`src/rtl/pi_ctrl.sv`:
```
// pi_ctrl: priority-interrupt controller for the 7-level bus PI request lines.
// Holds PI-on, per-level enables, program requests and in-progress (hold) levels,
// arbitrates one new highest-priority level and reports status for RDPI.
//
// Ports:
//   clk, rst        clock; asynchronous active-high reset
//   clken           clock enable; no state changes while low
//   crom            control ROM word (SPEC enable bit + SPEC select field)
//   dp[0:35]        datapath operand for LOADPI (WRPI)
//   bus_pi_req_in   device requests, [1] = level 1 (highest priority)
//   pi_int, pi_new  registered interrupt request and its level (0 when none)
//   pi_on           PI system enabled
//   pi_rdata        RDPI status word, combinational from the registers

`ifndef CROM_WIDTH
`define CROM_WIDTH 84
`endif

module pi_ctrl #(
  parameter int         cromWidth   = `CROM_WIDTH,
  parameter int         SPEC_EN_BIT = 20,
  parameter int         SPEC_SEL_LO = 21,
  parameter logic [3:0] SPEC_LOADPI = 4'd1,
  parameter logic [3:0] SPEC_PITAKE = 4'd2,
  parameter logic [3:0] SPEC_PIDISM = 4'd3
) (
  input  logic                 clk,
  input  logic                 rst,
  input  logic                 clken,
  input  logic [cromWidth-1:0] crom,
  input  logic [0:35]          dp,
  input  logic [1:7]           bus_pi_req_in,
  output logic                 pi_int,
  output logic [0:2]           pi_new,
  output logic                 pi_on,
  output logic [0:35]          pi_rdata
);

  logic [1:7] pi_en, sw_req, hold, req_sync;
  logic [1:7] pi_en_nxt, sw_req_nxt, hold_nxt;
  logic       pi_on_nxt;
  logic [1:7] sel, eff;
  logic [3:0] hmax;
  logic [2:0] cand;
  logic       cand_vld;
  logic [3:0] spec_sel;
  logic       spec_en;
  logic       load, take, dism;

  // Bits of the control word and datapath this block does not decode.
  logic unused_bits;
  assign unused_bits = ^{crom, dp[0:21]};

  assign spec_en  = crom[SPEC_EN_BIT];
  assign spec_sel = crom[SPEC_SEL_LO +: 4];
  assign load     = spec_en && (spec_sel == SPEC_LOADPI);
  assign take     = spec_en && (spec_sel == SPEC_PITAKE);
  assign dism     = spec_en && (spec_sel == SPEC_PIDISM);

  assign sel = dp[29:35];
  // Program requests bypass the level enables.
  assign eff = (req_sync & pi_en) | sw_req;

  // hmax: highest-priority level in progress (8 = nothing held).
  // Only levels strictly above it may interrupt.
  always_comb begin
    hmax     = 4'd8;
    cand     = 3'd0;
    cand_vld = 1'b0;
    for (int l = 7; l >= 1; l--) begin
      if (hold[l]) hmax = 4'(l);
    end
    for (int l = 7; l >= 1; l--) begin
      if (eff[l] && (l < int'(hmax))) begin
        cand     = 3'(l);
        cand_vld = 1'b1;
      end
    end
  end

  always_comb begin
    pi_on_nxt  = pi_on;
    pi_en_nxt  = pi_en;
    sw_req_nxt = sw_req;
    hold_nxt   = hold;
    if (load) begin
      if (dp[23]) begin
        // Clear-system overrides every other bit in the word.
        pi_on_nxt  = 1'b0;
        pi_en_nxt  = '0;
        sw_req_nxt = '0;
        hold_nxt   = '0;
      end else begin
        if (dp[24])      sw_req_nxt = sw_req | sel;
        else if (dp[22]) sw_req_nxt = sw_req & ~sel;
        if (dp[26])      pi_en_nxt  = pi_en & ~sel;
        else if (dp[25]) pi_en_nxt  = pi_en | sel;
        if (dp[27])      pi_on_nxt  = 1'b0;
        else if (dp[28]) pi_on_nxt  = 1'b1;
      end
    end
    // A take is only meaningful while an interrupt is actually presented.
    if (take && pi_int) begin
      for (int l = 1; l <= 7; l++) begin
        if (pi_new == 3'(l)) begin
          hold_nxt[l]   = 1'b1;
          sw_req_nxt[l] = 1'b0;
        end
      end
    end
    // Dismiss retires the innermost (highest-priority) held level.
    if (dism) begin
      for (int l = 1; l <= 7; l++) begin
        if (hmax == 4'(l)) hold_nxt[l] = 1'b0;
      end
    end
  end

  always_ff @(posedge clk or posedge rst) begin
    if (rst) begin
      pi_on    <= 1'b0;
      pi_en    <= '0;
      sw_req   <= '0;
      hold     <= '0;
      req_sync <= '0;
      pi_int   <= 1'b0;
      pi_new   <= '0;
    end else if (clken) begin
      pi_on    <= pi_on_nxt;
      pi_en    <= pi_en_nxt;
      sw_req   <= sw_req_nxt;
      hold     <= hold_nxt;
      req_sync <= bus_pi_req_in;
      pi_int   <= pi_on && cand_vld;
      pi_new   <= cand;
    end
  end

  always_comb begin
    pi_rdata        = '0;
    pi_rdata[11:17] = sw_req;
    pi_rdata[21:27] = hold;
    pi_rdata[28]    = pi_on;
    pi_rdata[29:35] = pi_en;
  end

endmodule

```
`config.mk`:
```
export PLATFORM = sky130hd
export DESIGN_NAME = pi_ctrl
export DESIGN_NICKNAME = d
export VERILOG_FILES = /design/src/rtl/pi_ctrl.sv
export SDC_FILE = /design/constraint.sdc
export NUM_CORES = 1
export LEC_CHECK = 0
export ABC_CLOCK_PERIOD_IN_PS = 4980
export CAP_MARGIN = 5
export CORE_MARGIN = 1.5
export CORE_UTILIZATION = 35
export CTS_CLUSTER_DIAMETER = 150
export DETAILED_ROUTE_END_ITERATION = 7
export PLACE_DENSITY = 0.88
export SYNTH_ARGS = -nofsm -noshare
export SYNTH_HDL_FRONTEND = slang
export SYNTH_SLANG_ARGS = --single-unit
```
`constraint.sdc`:
```
create_clock -name clk -period 4.98 [get_ports clk]
set_input_delay 0.498 -clock clk [delete_from_list [all_inputs] [get_ports clk]]
set_output_delay 0.498 -clock clk [all_outputs]
set_load 0.1 [all_outputs]
```
# Yosys cells after proc, flatten, opt, wreduce, memory -nomap -nowiden
# Index checks and enable logic that the tools add are counted.
# totals
regBits	33
in_bits	130
out_inout_bits	41
wordCells	111
# classes
magnitude_cmp	7
eq_ne	17
muxes	57
bitwise	7
reduce_logical	16
# ops
operator	count
two-way mux 7 bit	12
two-way mux 1 bit	31
two-way mux 4 bit	7
AND 7 bit	3
two-way mux 3 bit	7
OR 7 bit	3
equality test 4 x 2 -> 1 bit, second input constant	4
equality test 4 x 3 -> 1 bit, second input constant	4
less-than comparator 3 x 4 -> 1 bit, first input constant	4
equality test 3 bit, second input constant	4
logical AND 1 bit	12
equality test 4 x 1 -> 1 bit, second input constant	2
less-than comparator 2 x 4 -> 1 bit, first input constant	2
NOT 7 bit	1
equality test 3 x 2 -> 1 bit, second input constant	2
AND reduction 3 bit	2
nonzero test 3 bit	2
less-than comparator 1 x 4 -> 1 bit, first input constant	1
equality test 3 x 1 -> 1 bit, second input constant	1

# Depth between registers and ports, before layout
# logic_depth
depth_word	17
depth_mapped	6
depth_no_buf	4

# Worst setup path before layout
# No wires, ideal clock.
# synth_timing
kind	reg-to-reg
start	register hold[1] (netlist name)
end	register pi_new[1] (netlist name)
setup_ns	0.087
arrival_time_ns	2.149
required_ns	4.893
setup_slack_ns	2.745
path_stages_with_launch	7
path_buffers	2
period_less_slack_ns	2.235
cell_sequence	dfrtp_1 > buf_6 > or3_4 > buf_6 > nor4_4 > o221ai_2 > a211oi_2
# synth_between
elab_chain_cells	10
elab_cells_between_ends	22
classes_between	order compare: 7; mux: 8; reduce/logical: 7
# synth_lines
element	line	text
start, declared	39	logic [1:7] pi_en, sw_req, hold, req_sync;
start signal, assigned	132	hold <= hold_nxt;
two-way mux 4 bit *	71	if (hold[l]) hmax = 4'(l);
less-than comparator 3 x 4 -> 1 bit	74	if (eff[l] && (l < int'(hmax))) begin
logical AND 1 bit	74	
two-way mux 3 bit (6 in a row)	74	
two-way mux 3 bit *	74	
end signal, assigned	135	pi_new <= cand;
end, declared	34	output logic [0:2] pi_new,
# Every way passes the cells marked *; elsewhere a longest branch is shown, timed or not.
# A chain may end at the register's enable or synchronous reset.

# Worst setup path after layout
# layout_timing
start	register hold[1] (netlist name)
end	output port pi_rdata[21] (netlist name)
# layout_rtl
element	line	text
end, declared	36	output logic [0:35] pi_rdata
# No word-level cell between the ends.

==> flow_metrics.tcl <==
set metrics [dict create \
    status "completed" \
    globalRouteMet1Util 0.243 \
    path_clk_slew_ns 0.07 \
    final-hold-violation-count 0 \
    top_ff_cell_synth "sky130_fd_sc_hd__dfrtp_1" \
    synth_top_cells_by_area "sky130_fd_sc_hd__dfrtp_1 42%, sky130_fd_sc_hd__buf_4 6.1%, sky130_fd_sc_hd__a21oi_1 5.3%, sky130_fd_sc_hd__a211oi_1 4.2%, sky130_fd_sc_hd__mux2_2 4.0%" \
    timing.final.crit_share 0.509 \
    timing.max_slew.rel_slack 0.301 \
    ctsHtreeMaxLevel 2 \
    crit_slowest_cell "sky130_fd_sc_hd__clkdlybuf4s50_1" \
    cts_hold_buf 0 \
    wl_per_cell_um 15.8 \
    critical_path_class "reg2out" \
    synth-edff-count 0 \
    wire_length_of_the_first_global_routing_pass_mm 8.50 \
    crit_fanout 11 \
    gp_congestion 0.978 \
    design.core.area_mm2 0.00547 \
    peakVddDrop_mv 0.251 \
    kind_of_capture_point_of_the_worst_setup_path "primary output" \
    gr-total-overflow 0 \
    post_route_cells_drive_above_1_share 0.116 \
    power.switching_fraction 0.492 \
    r2r_start "hold[4]$_DFFE_PP0P_" \
    detailedPlace.worstSlack_ns 2.16 \
    cts.repair.resized 0 \
    num_vias 1854 \
    syn_area_mm2 0.00198 \
    finalCoreUtilization 0.476 \
    antenna_cells_inserted 0 \
    report.final.slew_viol_count 0 \
    worstSetupStartpointType "flip-flop" \
    hp-start "req_sync[3]$_DFFE_PP0P_" \
    drt_pre_antenna_iters 4 \
    flow.area_growth_from_synthesis_pct 31.5 \
    finalWorstSetupSlack_ns 2.44 \
    timing.critical_path.arrival_ns 2.04 \
    synthesis.instances 214 \
    sequential_cell_area_um2 826 \
    clkSinkCount 33 \
    avgSynthCellArea_um2 9.26 \
    yosys_warnings 0 \
    cp_cell_sequence "clkdlybuf4s50_1" \
    drt_iter0_markers 275 \
    max_cap_viol_count 0 \
    synth_commonest_cells "33 x sky130_fd_sc_hd__dfrtp_1, 21 x sky130_fd_sc_hd__a21oi_1, 16 x sky130_fd_sc_hd__buf_4" \
    clock_tree.buffer_depth 2 \
    grt.total_usage 0.178 \
    global_route.usage.met3 0.0523 \
    cp_data_required_time_ns 4.48 \
    yosys_cell_types 47 \
    hpwlAfterDp_mm 4.04 \
    top_usage_layer "met2" \
    final_period_minus_worst_setup_slack_ns 2.54 \
    core.rowCount 27 \
    clock.fmax_mhz 394 \
    worst_slew_pin_slew_ns 1.04 \
    p_per_area_mw_per_mm2 393 \
    critPathTopFamily "buffers and inverters" \
    worst_hold_check_path_type "reg2reg" \
    power.leakage_nw 1.09 \
    fill_cells 525 \
    initial_utilization 0.362 \
    crit_start "hold[1]$_DFFE_PP0P_" \
    pin_count_of_the_biggest_net_entering_global_routing 34 \
    cts.repair_timing.setup_buffer_count 0 \
    setup_total_negative_slack_ns 0 \
    skew_ns 0.00583 \
    crit_buf_inv 1 \
    remaining_drc_errors 0 \
    postRouteAntennaNets 0 \
    switching_power_total_w 0.000505 \
    num_io_pins 171 \
    die-area_mm2 0.00612 \
    seq_power_share 0.336 \
    async_flop_share 1.00 \
    finalHoldWorstSlack_ns 0.511 \
    placement.io_buffers 55 \
    cellInternalPower_w 0.000520 \
    clock_power_share 0.186 \
    tritoncts_clock_tree "built" \
    grt.met2_usage 0.265 \
    power.share.combinational 0.478 \
    worst-r2r-setup-slack_ns 3.18 \
    postRouteWirelength_mm 5.36 \
    die-width_um 78.3 \
    first_global_vias 1697 \
    vias_per_cell 5.45 \
    finalNetCount 397 \
    synth_most_common_cell "sky130_fd_sc_hd__dfrtp_1" \
    synth.top_cell.area_share 0.417 \
    clock_tree.root_cell "sky130_fd_sc_hd__clkbuf_8" \
    ys_seq_elements 33 \
    die_h_um 78.3 \
    footprint_of_the_multi_input_gates_um2 982 \
    grt_antenna_before_repair 0 \
    synth_top_cell_by_area "sky130_fd_sc_hd__dfrtp_1" \
    setup_repair_after_global_routing_missed_its_margin "false" \
    synth_sequential_area_ratio 0.417 \
    crit_path_max_incr_delay_ns 1.21 \
    cts_buffers 5 \
    clock_insertion_delay_worst_skew_ns 0.28 \
    number_of_setup_violations_in_the_final_report 0 \
]
[flip-flops by register name, indices dropped and copies added (netlist names)]
signal / flops
pi_int: 1
pi_en: 7
sw_req: 7
req_sync: 7
pi_on: 1
hold: 7
pi_new: 3
[through the flow]
step | cell area [um^2] | std cells | power, W
3_3_place_gp | 2520 | 332 | 0.000832
6_report | 2610 | 340 | 0.00103
4_1_cts | 2610 | 340 | 0.00103
3_5_place_dp | 2520 | 332 | 0.000838
2_1_floorplan | 2030 | 227 | 0.000726
5_1_grt | 2610 | 340 | 0.00107
[metal layers]
layer / wire (um) / vias to the layer above
met4: 114 / 0
met1: 2320 / 880
li1: - / 865
met3: 515 / 10
met5: 0 / -
met2: 2410 / 99
[layout make-up]
| cell class | count | area share |
|---|---|---|
| multi-input cells | 155 | 0.377 |
| flip-flops and latches | 33 | 0.317 |
| repair buffers | 58 | 0.220 |
| well taps | 72 | 0.0346 |
| clock buffers | 6 | 0.0278 |
| inverters | 14 | 0.0202 |
| clock inverters | 2 | 0.00384 |
[cell usage in the layout (no fill, tap or decap), types with 2 or more instances in the layout]
master                            instances
sky130_fd_sc_hd__nand3_1                  4
sky130_fd_sc_hd__nor4b_1                  2
sky130_fd_sc_hd__and3_1                   3
sky130_fd_sc_hd__o21ai_0                 14
sky130_fd_sc_hd__a31o_2                   2
sky130_fd_sc_hd__nor2b_1                  2
sky130_fd_sc_hd__conb_1                  14
sky130_fd_sc_hd__a21oi_1                 21
sky130_fd_sc_hd__nor2_1                  11
sky130_fd_sc_hd__o31ai_1                  2
sky130_fd_sc_hd__a22oi_1                  6
sky130_fd_sc_hd__a31oi_1                  3
sky130_fd_sc_hd__or2_2                    4
sky130_fd_sc_hd__a211oi_1                11
sky130_fd_sc_hd__or3_1                    2
sky130_fd_sc_hd__nand2b_1                 2
sky130_fd_sc_hd__o21a_1                   3
sky130_fd_sc_hd__clkbuf_8                 5
sky130_fd_sc_hd__clkdlybuf4s50_1         55
sky130_fd_sc_hd__o22ai_1                  2
sky130_fd_sc_hd__nor4_1                   3
sky130_fd_sc_hd__inv_1                   14
sky130_fd_sc_hd__nand2_1                 13
sky130_fd_sc_hd__buf_4                    3
sky130_fd_sc_hd__mux2_2                   7
sky130_fd_sc_hd__o221ai_1                 3
sky130_fd_sc_hd__nor3_1                   3
sky130_fd_sc_hd__dfrtp_1                 33
sky130_fd_sc_hd__clkinv_2                 2
[logic make-up after synthesis]
kind of cell,synth area share
AO/OA/AOI/OAI,0.259
AND/OR/NAND/NOR,0.165
buffers and inverters,0.112
flip-flops,0.417
multiplexers,0.0448
other,0.00189
[power by group through the flow]
stage	Sequential, W	Combinational, W	Clock, W
finish	0.000344	0.000490	0.000191
CTS	0.000343	0.000491	0.000196
floorplan	0.000559	0.000167	0
global route	0.000350	0.000508	0.000213
global placement	0.000347	0.000485	0
detailed placement	0.000348	0.000490	0
[final timing paths]
path	cells after the start	to
hold / removal	1	req_sync[3]$_DFFE_PP0P_
hold reg to reg	1	req_sync[3]$_DFFE_PP0P_
setup reg to reg	4	pi_new[0]$_DFFE_PP0P_
min in group asynchronous	3	hold[2]$_DFFE_PP0P_
max in group asynchronous	3	req_sync[3]$_DFFE_PP0P_
setup / recovery	1	pi_rdata[21]
No activity file was read; power rests on OpenSTA's default activity.
